$ cat config.mk
export PLATFORM = sky130hd
export DESIGN_NAME = conv_enc_punct
export DESIGN_NICKNAME = d
export VERILOG_FILES = /design/src/rtl/conv_enc_punct.sv
export SDC_FILE = /design/constraint.sdc
export NUM_CORES = 1
export LEC_CHECK = 0
export ABC_AREA = 1
export CORE_UTILIZATION = 40
export CTS_CLUSTER_DIAMETER = 120
export DETAILED_ROUTE_END_ITERATION = 8
export HOLD_SLACK_MARGIN = 0.06
export PLACE_DENSITY = 0.66
export SETUP_SLACK_MARGIN = 0.02
export SLEW_MARGIN = 20
export SYNTH_ARGS = -nofsm -noshare
export SYNTH_HDL_FRONTEND = slang
export SYNTH_SLANG_ARGS = --single-unit
$ cat constraint.sdc
create_clock -name sys_clk -period 2.4 [get_ports sys_clk]
set_input_delay 0.36 -clock sys_clk [delete_from_list [all_inputs] [get_ports sys_clk]]
set_output_delay 0.36 -clock sys_clk [all_outputs]
set_load 0.05 [all_outputs]
$ cat src/rtl/conv_enc_punct.sv
// Rate-1/2 convolutional encoder with 1/2, 2/3 and 3/4 puncturing, frame delimiting and valid/ready flow control.
// Define CONV_ENC_TAIL_EN to append K-1 zero tail bits to every completed frame.
module conv_enc_punct #(
    parameter int unsigned    K  = 7,
    parameter logic [K-1:0]   G0 = 7'o133,
    parameter logic [K-1:0]   G1 = 7'o171
) (
    input  logic        sys_clk,
    input  logic        sys_rst,
    input  logic [1:0]  rate_i,
    input  logic        sof_i,
    input  logic        eof_i,
    input  logic        data_in,
    input  logic        data_valid_i,
    output logic        data_ready_o,
    output logic [1:0]  data_out,
    output logic [1:0]  data_mask_o,
    output logic        data_valid_o,
    output logic        data_last_o,
    input  logic        data_ready_i
);

    localparam int unsigned SR_W = K - 1;
    localparam int unsigned TC_W = (SR_W > 1) ? $clog2(SR_W) : 1;

    typedef enum logic [1:0] {
        S_IDLE = 2'd0,
        S_DATA = 2'd1,
        S_TAIL = 2'd2
    } state_t;

    state_t            r_state, w_state_nxt;
    logic [SR_W-1:0]   r_sr, w_sr_nxt, w_sr_use;
    logic [1:0]        r_p, w_p_nxt, w_p_use;
    logic [1:0]        r_rate, w_rate_nxt, w_rate_use;
    logic [1:0]        r_data, w_data_nxt;
    logic [1:0]        r_mask, w_mask_nxt;
    logic              r_valid, w_valid_nxt;
    logic              r_last, w_last_nxt;
    logic              w_load, w_accept, w_enc, w_bit, w_is_last;
`ifdef CONV_ENC_TAIL_EN
    logic [TC_W-1:0]   r_tcnt, w_tcnt_nxt;
`endif

    function automatic logic parity(input logic [K-1:0] g, input logic b, input logic [SR_W-1:0] sr);
        logic acc;
        acc = g[K-1] & b;
        for (int unsigned i = 0; i < SR_W; i++) begin
            acc = acc ^ (g[K-2-i] & sr[i]);
        end
        return acc;
    endfunction

    function automatic logic [1:0] punct_mask(input logic [1:0] rate, input logic [1:0] p);
        logic [1:0] m;
        m = 2'b11;
        if (rate == 2'b01) begin
            m = (p == 2'd0) ? 2'b11 : 2'b01;
        end else if (rate == 2'b10) begin
            m = (p == 2'd0) ? 2'b11 : ((p == 2'd1) ? 2'b01 : 2'b10);
        end
        return m;
    endfunction

    function automatic logic [1:0] punct_next(input logic [1:0] rate, input logic [1:0] p);
        logic [1:0] n;
        n = 2'd0;
        if (rate == 2'b01) begin
            n = (p == 2'd0) ? 2'd1 : 2'd0;
        end else if (rate == 2'b10) begin
            n = (p == 2'd2) ? 2'd0 : 2'(p + 2'd1);
        end
        return n;
    endfunction

    // Output register may load whenever it is empty or being drained this cycle.
    assign w_load = !r_valid || data_ready_i;
`ifdef CONV_ENC_TAIL_EN
    assign data_ready_o = (r_state != S_TAIL) && w_load;
`else
    assign data_ready_o = w_load;
`endif
    assign w_accept = data_valid_i && data_ready_o;

    assign data_out     = r_data;
    assign data_mask_o  = r_mask;
    assign data_valid_o = r_valid;
    assign data_last_o  = r_last;

    always_comb begin
        w_state_nxt = r_state;
        w_sr_nxt    = r_sr;
        w_p_nxt     = r_p;
        w_rate_nxt  = r_rate;
        w_data_nxt  = r_data;
        w_mask_nxt  = r_mask;
        w_valid_nxt = r_valid;
        w_last_nxt  = r_last;
        w_sr_use    = r_sr;
        w_p_use     = r_p;
        w_rate_use  = r_rate;
        w_enc       = 1'b0;
        w_bit       = 1'b0;
        w_is_last   = 1'b0;
`ifdef CONV_ENC_TAIL_EN
        w_tcnt_nxt  = r_tcnt;
`endif

        if (w_load) begin
            w_valid_nxt = 1'b0;
            w_data_nxt  = 2'b00;
            w_mask_nxt  = 2'b00;
            w_last_nxt  = 1'b0;
        end

        // A sof beat starts (or restarts) a frame from a cleared encoder in any accepting state.
        if (w_accept && (sof_i || (r_state == S_DATA))) begin
            w_enc = 1'b1;
            w_bit = data_in;
            if (sof_i) begin
                w_sr_use   = '0;
                w_p_use    = 2'd0;
                w_rate_use = (rate_i == 2'b11) ? 2'b00 : rate_i;
                w_rate_nxt = w_rate_use;
            end
            w_state_nxt = S_DATA;
            if (eof_i) begin
`ifdef CONV_ENC_TAIL_EN
                w_state_nxt = S_TAIL;
                w_tcnt_nxt  = '0;
`else
                w_state_nxt = S_IDLE;
                w_is_last   = 1'b1;
`endif
            end
        end

`ifdef CONV_ENC_TAIL_EN
        if ((r_state == S_TAIL) && w_load) begin
            w_enc = 1'b1;
            w_bit = 1'b0;
            if (r_tcnt == TC_W'(SR_W - 1)) begin
                w_is_last   = 1'b1;
                w_state_nxt = S_IDLE;
            end else begin
                w_tcnt_nxt  = TC_W'(r_tcnt + TC_W'(1));
            end
        end
`endif

        if (w_enc) begin
            w_data_nxt  = {parity(G1, w_bit, w_sr_use), parity(G0, w_bit, w_sr_use)};
            w_mask_nxt  = punct_mask(w_rate_use, w_p_use);
            w_valid_nxt = 1'b1;
            w_last_nxt  = w_is_last;
            w_sr_nxt    = {w_sr_use[SR_W-2:0], w_bit};
            w_p_nxt     = punct_next(w_rate_use, w_p_use);
            if (w_is_last) begin
                w_sr_nxt = '0;
                w_p_nxt  = 2'd0;
            end
        end
    end

    always_ff @(posedge sys_clk or posedge sys_rst) begin
        if (sys_rst) begin
            r_state <= S_IDLE;
            r_sr    <= '0;
            r_p     <= 2'd0;
            r_rate  <= 2'b00;
            r_data  <= 2'b00;
            r_mask  <= 2'b00;
            r_valid <= 1'b0;
            r_last  <= 1'b0;
        end else begin
            r_state <= w_state_nxt;
            r_sr    <= w_sr_nxt;
            r_p     <= w_p_nxt;
            r_rate  <= w_rate_nxt;
            r_data  <= w_data_nxt;
            r_mask  <= w_mask_nxt;
            r_valid <= w_valid_nxt;
            r_last  <= w_last_nxt;
        end
    end

`ifdef CONV_ENC_TAIL_EN
    always_ff @(posedge sys_clk or posedge sys_rst) begin
        if (sys_rst) begin
            r_tcnt <= '0;
        end else begin
            r_tcnt <= w_tcnt_nxt;
        end
    end
`endif

endmodule

Word level (Yosys, flattened, before mapping):

Index checks and enable logic that the tools add are counted.

* register bits: 18
* bits of input ports: 9
* output and inout bits: 7
* logic and storage cells: 59

* $add $sub $neg: 1
* equality and inequality tests: 6
* muxes and demuxes: 29
* bitwise logic cells: 8
* reduce and logical (&&, ||, !) cells: 7

Operator list (number)
* $mux W2: 17
* $mux W6: 3
* $mux W1: 9
* $xor A1 B1 Y1: 8
* $eq A2 B1 Y1 const B: 3
* $eq A2 B2 Y1 const B: 3
* $add A2 B1 Y2 const B: 1
* $logic_and A1 B1 Y1: 2
* $logic_not A2 Y1: 1
* $logic_or A1 B1 Y1: 2
* $reduce_bool A2 Y1: 1
* $logic_not A1 Y1: 1

Longest topological paths before layout:

* depth in word-level cells: 11
* mapped depth: 13
* gate-level depth less buffers: 13

Least setup slack after synthesis:

No wires, ideal clock.

* path type: reg2reg
* from: register r_valid, in the netlist data_valid_o
* to: register r_data[0], in the netlist data_out[0]
* setup time: 0.118 ns
* arrival: 1.669 ns
* required time: 2.282 ns
* path slack: 0.613 ns
* stages on the path, launching flop included: 11
* buffers on the path: 0
* period minus slack after synthesis: 1.787 ns
* path through: dfrtp_1 -> nand2_4 -> nand3_4 -> nand2_2 -> clkinv_1 -> nand3_4 -> nand2_4 -> nand2_1 -> nand3_1 -> nand3_1 -> nand2_1

* longest elaborated chain between the ends: 10
* elaborated cells on any way between the ends: 13
* classes of those cells: mux (4); bitwise (4); reduce/logical (5)

Ends and longest elaborated chain
* start: declaration: RTL line 38 `logic r_valid, w_valid_nxt;`
* start signal: assignment: RTL line 182 `r_valid <= w_valid_nxt;`
* $logic_not A1 Y1 *: RTL line 77 `assign w_load = !r_valid || data_ready_i;`
* $logic_or A1 B1 Y1 *: RTL line 77
* net data_ready_o: RTL line 15 `output logic data_ready_o,`
* $logic_and A1 B1 Y1: RTL line 83 `assign w_accept = data_valid_i && data_ready_o;`
* $logic_and A1 B1 Y1: RTL line 117 `if (w_accept && (sof_i || (r_state == S_DATA))) begin`
* $mux W1 or $mux W6 (tied branches): RTL line 117
* $xor A1 B1 Y1 (4 in series): RTL line 49 `acc = acc ^ (g[K-2-i] & sr[i]);`
* $mux W2: RTL line 151 `if (w_enc) begin`
* end signal: assignment: RTL line 180 `r_data <= w_data_nxt;`
* end: declaration: RTL line 36 `logic [1:0] r_data, w_data_nxt;`

Mark *: on every way through the listed nets, which the timed path passes. The rest lies on a longest branch.
A chain may end at the register's enable or synchronous reset.

Worst setup path in the final report:

* from: register r_valid, in the netlist data_valid_o
* to: output data_valid_o

RTL lines
* end: declaration: RTL line 18 `output logic data_valid_o,`

No word-level cell between the ends.

==> run_results.csv <==
group,metric,value,unit
timing,worst_pin_slew,0.644,ns
place,finalWeightedCongestion,0.785,
global_routing,grt_overflow,0,
timing,relSlewSlack,57.0,%
worst_setup_path,critPathArrivalTime,1.52,ns
clocking,hold_buffers,0,
clocking,cts_max_level,1,
routing,vias,784,
logic_synthesis,syn_avg_cell_area,8.35,um^2
logic_synthesis,synth_area,918,um^2
routing,wl_met3,73,um
die,die_h,49.9,um
logic_synthesis,ys_types,21,
timing,slew_viol_final,0,
die,core_area,0.00206,mm^2
worst_setup_path,startpoint_type,"flip-flop",
worst_setup_path,rr_worst_depth,11,
power_and_ir_drop,ir_worst_vdd,0.374,mV
die,dieArea,0.00249,mm^2
power_and_ir_drop,power.density,702,mW/mm^2
worst_setup_path,path_delay_family,"buffers and inverters",
timing,finalHoldViolations,0,
place,io_buffers,15,
die,top_level_ports,16,
logic_synthesis,yosys-top-cells-count,"28 x nand2_1, 17 x dfrtp_1, 14 x inv_1",
global_routing,grt_max_degree,18,
clocking,cts.repair.resized,0,
logic_synthesis,async_flop_share,100,%
final_layout,num_antenna_cells,0,
routing,drt_iter0_markers,19,
clocking,clock_path_buffers,2,
global_routing,grt_pass1_wl,3.05,mm
logic_synthesis,syn-num-nets,119,
hold_path,min_path_type,"in -> async",
logic_synthesis,synth.most_common_cell,"nand2_1",
job,max_cap_viol_count,0,
worst_setup_path,worst-setup-path-type,"reg -> out",
global_routing,grt_pass1_vias,723,
final_layout,nNetsFinal,139,
final_layout,layout-drive-gt1-share,17.8,%
logic_synthesis,syn-instance-count,110,
timing,post-route-min-period,1.88,ns
routing,avgRoutedWirePerCell,10.8,um
die,die_w,49.9,um
die,initial_core_util,44.5,%
routing,route.detailed.drc,0,
clocking,clkTransAtPathRegs,0.10,ns
worst_setup_path,cp_slowest_cell,"clkdlybuf4s50_1",
worst_setup_path,cp-end-kind,"primary output",
clocking,cts_setup_buffers,0,
routing,met2_length,795,um
logic_synthesis,yosysWarnings,0,
worst_setup_path,critical_path_depth,1,
timing,setup_viol,0,
place,hpwl,1.27,mm
power_and_ir_drop,p_leak,0.567,nW
outcome,status,"finished clean",
clocking,root_buffer,"clkbuf_4",
logic_synthesis,netlist.area_leader.share,46.3,%
routing,topRoutingLayerUsed,"met4",
worst_setup_path,crit_required,2.04,ns
clocking,cts_buffers,3,
logic_synthesis,yosys-top-cells-area,"dfrtp_1 46%, nand2_1 11%, nand3_1 6.5%, inv_1 5.7%, nand2_4 4.9%",
timing,rsz0062_at_grt,"false",
worst_setup_path,path_cells,"clkdlybuf4s50_1",
timing,fmax,0.531,GHz
routing,drt-met1-wl,810,um
routing,via_per_inst,5.03,
logic_synthesis,synth_ff_type,"dfrtp_1",
worst_setup_path,path_max_fanout,3,
timing,tns,0,ns
timing,min_period_over_period,78.4,%
timing,worst_clock_skew,0.000627,ns
logic_synthesis,synth_top_cell_by_area,"dfrtp_1",
logic_synthesis,synth_edf_count,0,
worst_setup_path,max_stage_delay,0.82,ns
clocking,cts_tree,"done",
place,dp_slack,0.382,ns
logic_synthesis,ys_ff_latch,17,
final_layout,fin_util,54.7,%
final_layout,syn_to_final_growth,22.9,%
routing,drtPass1Iterations,4,
logic_synthesis,yosysSeqAreaShare,46.3,%
routing,drtAntennaViolNets,0,
timing,post-route-worst-setup-slack,0.518,ns
global_routing,antenna_found_initial,0,
routing,routed_wl,1.69,mm
clocking,numClockSinks,17,
final_layout,nFillCells,188,
global_routing,grt_usage,16.0,%
clocking,clock_latency,0.28,ns
worst_setup_path,cp_num_buf_inv,1,
die,floorplan.rows,16,
cells by family after synthesis:
group | after synthesis | synth area share [%]
AOI/OAI and AO/OA | 14 | 10.1
buffers and inverters | 20 | 8.58
and+or+nand+nor | 59 | 35.0
DFF | 17 | 46.3
power by group:
part	switching (W)	total [W]	internal, W
registers	0.0000251	0.000354	0.000329
clock network	0.0000853	0.000150	0.0000644
logic	0.000190	0.000289	0.0000999
area by class of cell:
type	count	area (um^2)	share of cell area, %
clock buffer	4	26.3	2.33
inverter	19	73.8	6.54
multi-input combinational	73	414	36.7
sequential	17	425	37.7
tap	27	33.8	2.99
timing repair buffer	16	155	13.7
state kept, by name, indices dropped and copies added (netlist names):
| name | flops |
|---|---|
| data_last_o | 1 |
| data_mask_o | 2 |
| data_out | 2 |
| data_valid_o | 1 |
| r_p | 2 |
| r_rate | 2 |
| r_sr | 6 |
| r_state | 1 |
placed cells by master, fill, tap and decap left out:
cell type        Yosys  final
dfrtp_1             17     17
nand4_1              1      1
clkbuf_1             0      1
nand3_2              1      1
o21ai_0              8      8
inv_2                3      3
o21ai_2              2      2
nand3_4              2      2
clkinv_1             1      1
nor2_1               5      5
o211ai_1             1      1
inv_4                1      1
nand2_2              4      4
inv_1               14     14
nand2_1             28     28
o21a_1               1      1
nor3_1               1      1
nor2_4               1      1
nand2_4              4      4
clkdlybuf4s50_1      0     14
a32o_1               2      2
nand3_1             12     12
buf_4                0      2
clkbuf_4             0      3
stage by stage:
stage | hold slack (ns) | cells | instance area (um^2) | total power, W
4_1_cts | 0.490 | 156 | 1130 | 0.000798
6_report | 0.461 | 156 | 1130 | 0.000793
5_1_grt | 0.511 | 156 | 1130 | 0.000845
3_3_place_gp | 0.462 | 152 | 1100 | 0.000642
3_5_place_dp | 0.468 | 152 | 1100 | 0.000648
2_1_floorplan | 0.286 | 110 | 918 | 0.000564
routing by layer:
| metal | global-route usage, % | vias to the layer above |
|---|---|---|
| met5 | 0 | - |
| met4 | 4.76 | 0 |
| met3 | 2.78 | 2 |
| met2 | 26.1 | 24 |
| met1 | 21.4 | 370 |
| li1 | - | 388 |
final timing paths:
path / startpoint / to / slack (ns)
worst min register to register: data_mask_o[0]$_DFFE_PP0P_ / data_mask_o[0]$_DFFE_PP0P_ / 0.49
worst min-delay path: sys_rst / r_sr[5]$_DFFE_PP0N_ / 0.46
worst max-delay path: data_valid_o$_DFFE_PP0P_ / data_valid_o / 0.52
min in group sys_clk: data_mask_o[0]$_DFFE_PP0P_ / data_mask_o[0]$_DFFE_PP0P_ / 0.49
max in group asynchronous: sys_rst / data_last_o$_DFFE_PP0P_ / 1.53
worst max register to register: data_valid_o$_DFFE_PP0P_ / data_out[1]$_DFFE_PP0P_ / 0.82
Note: power is estimated with default switching activity, not from simulation.
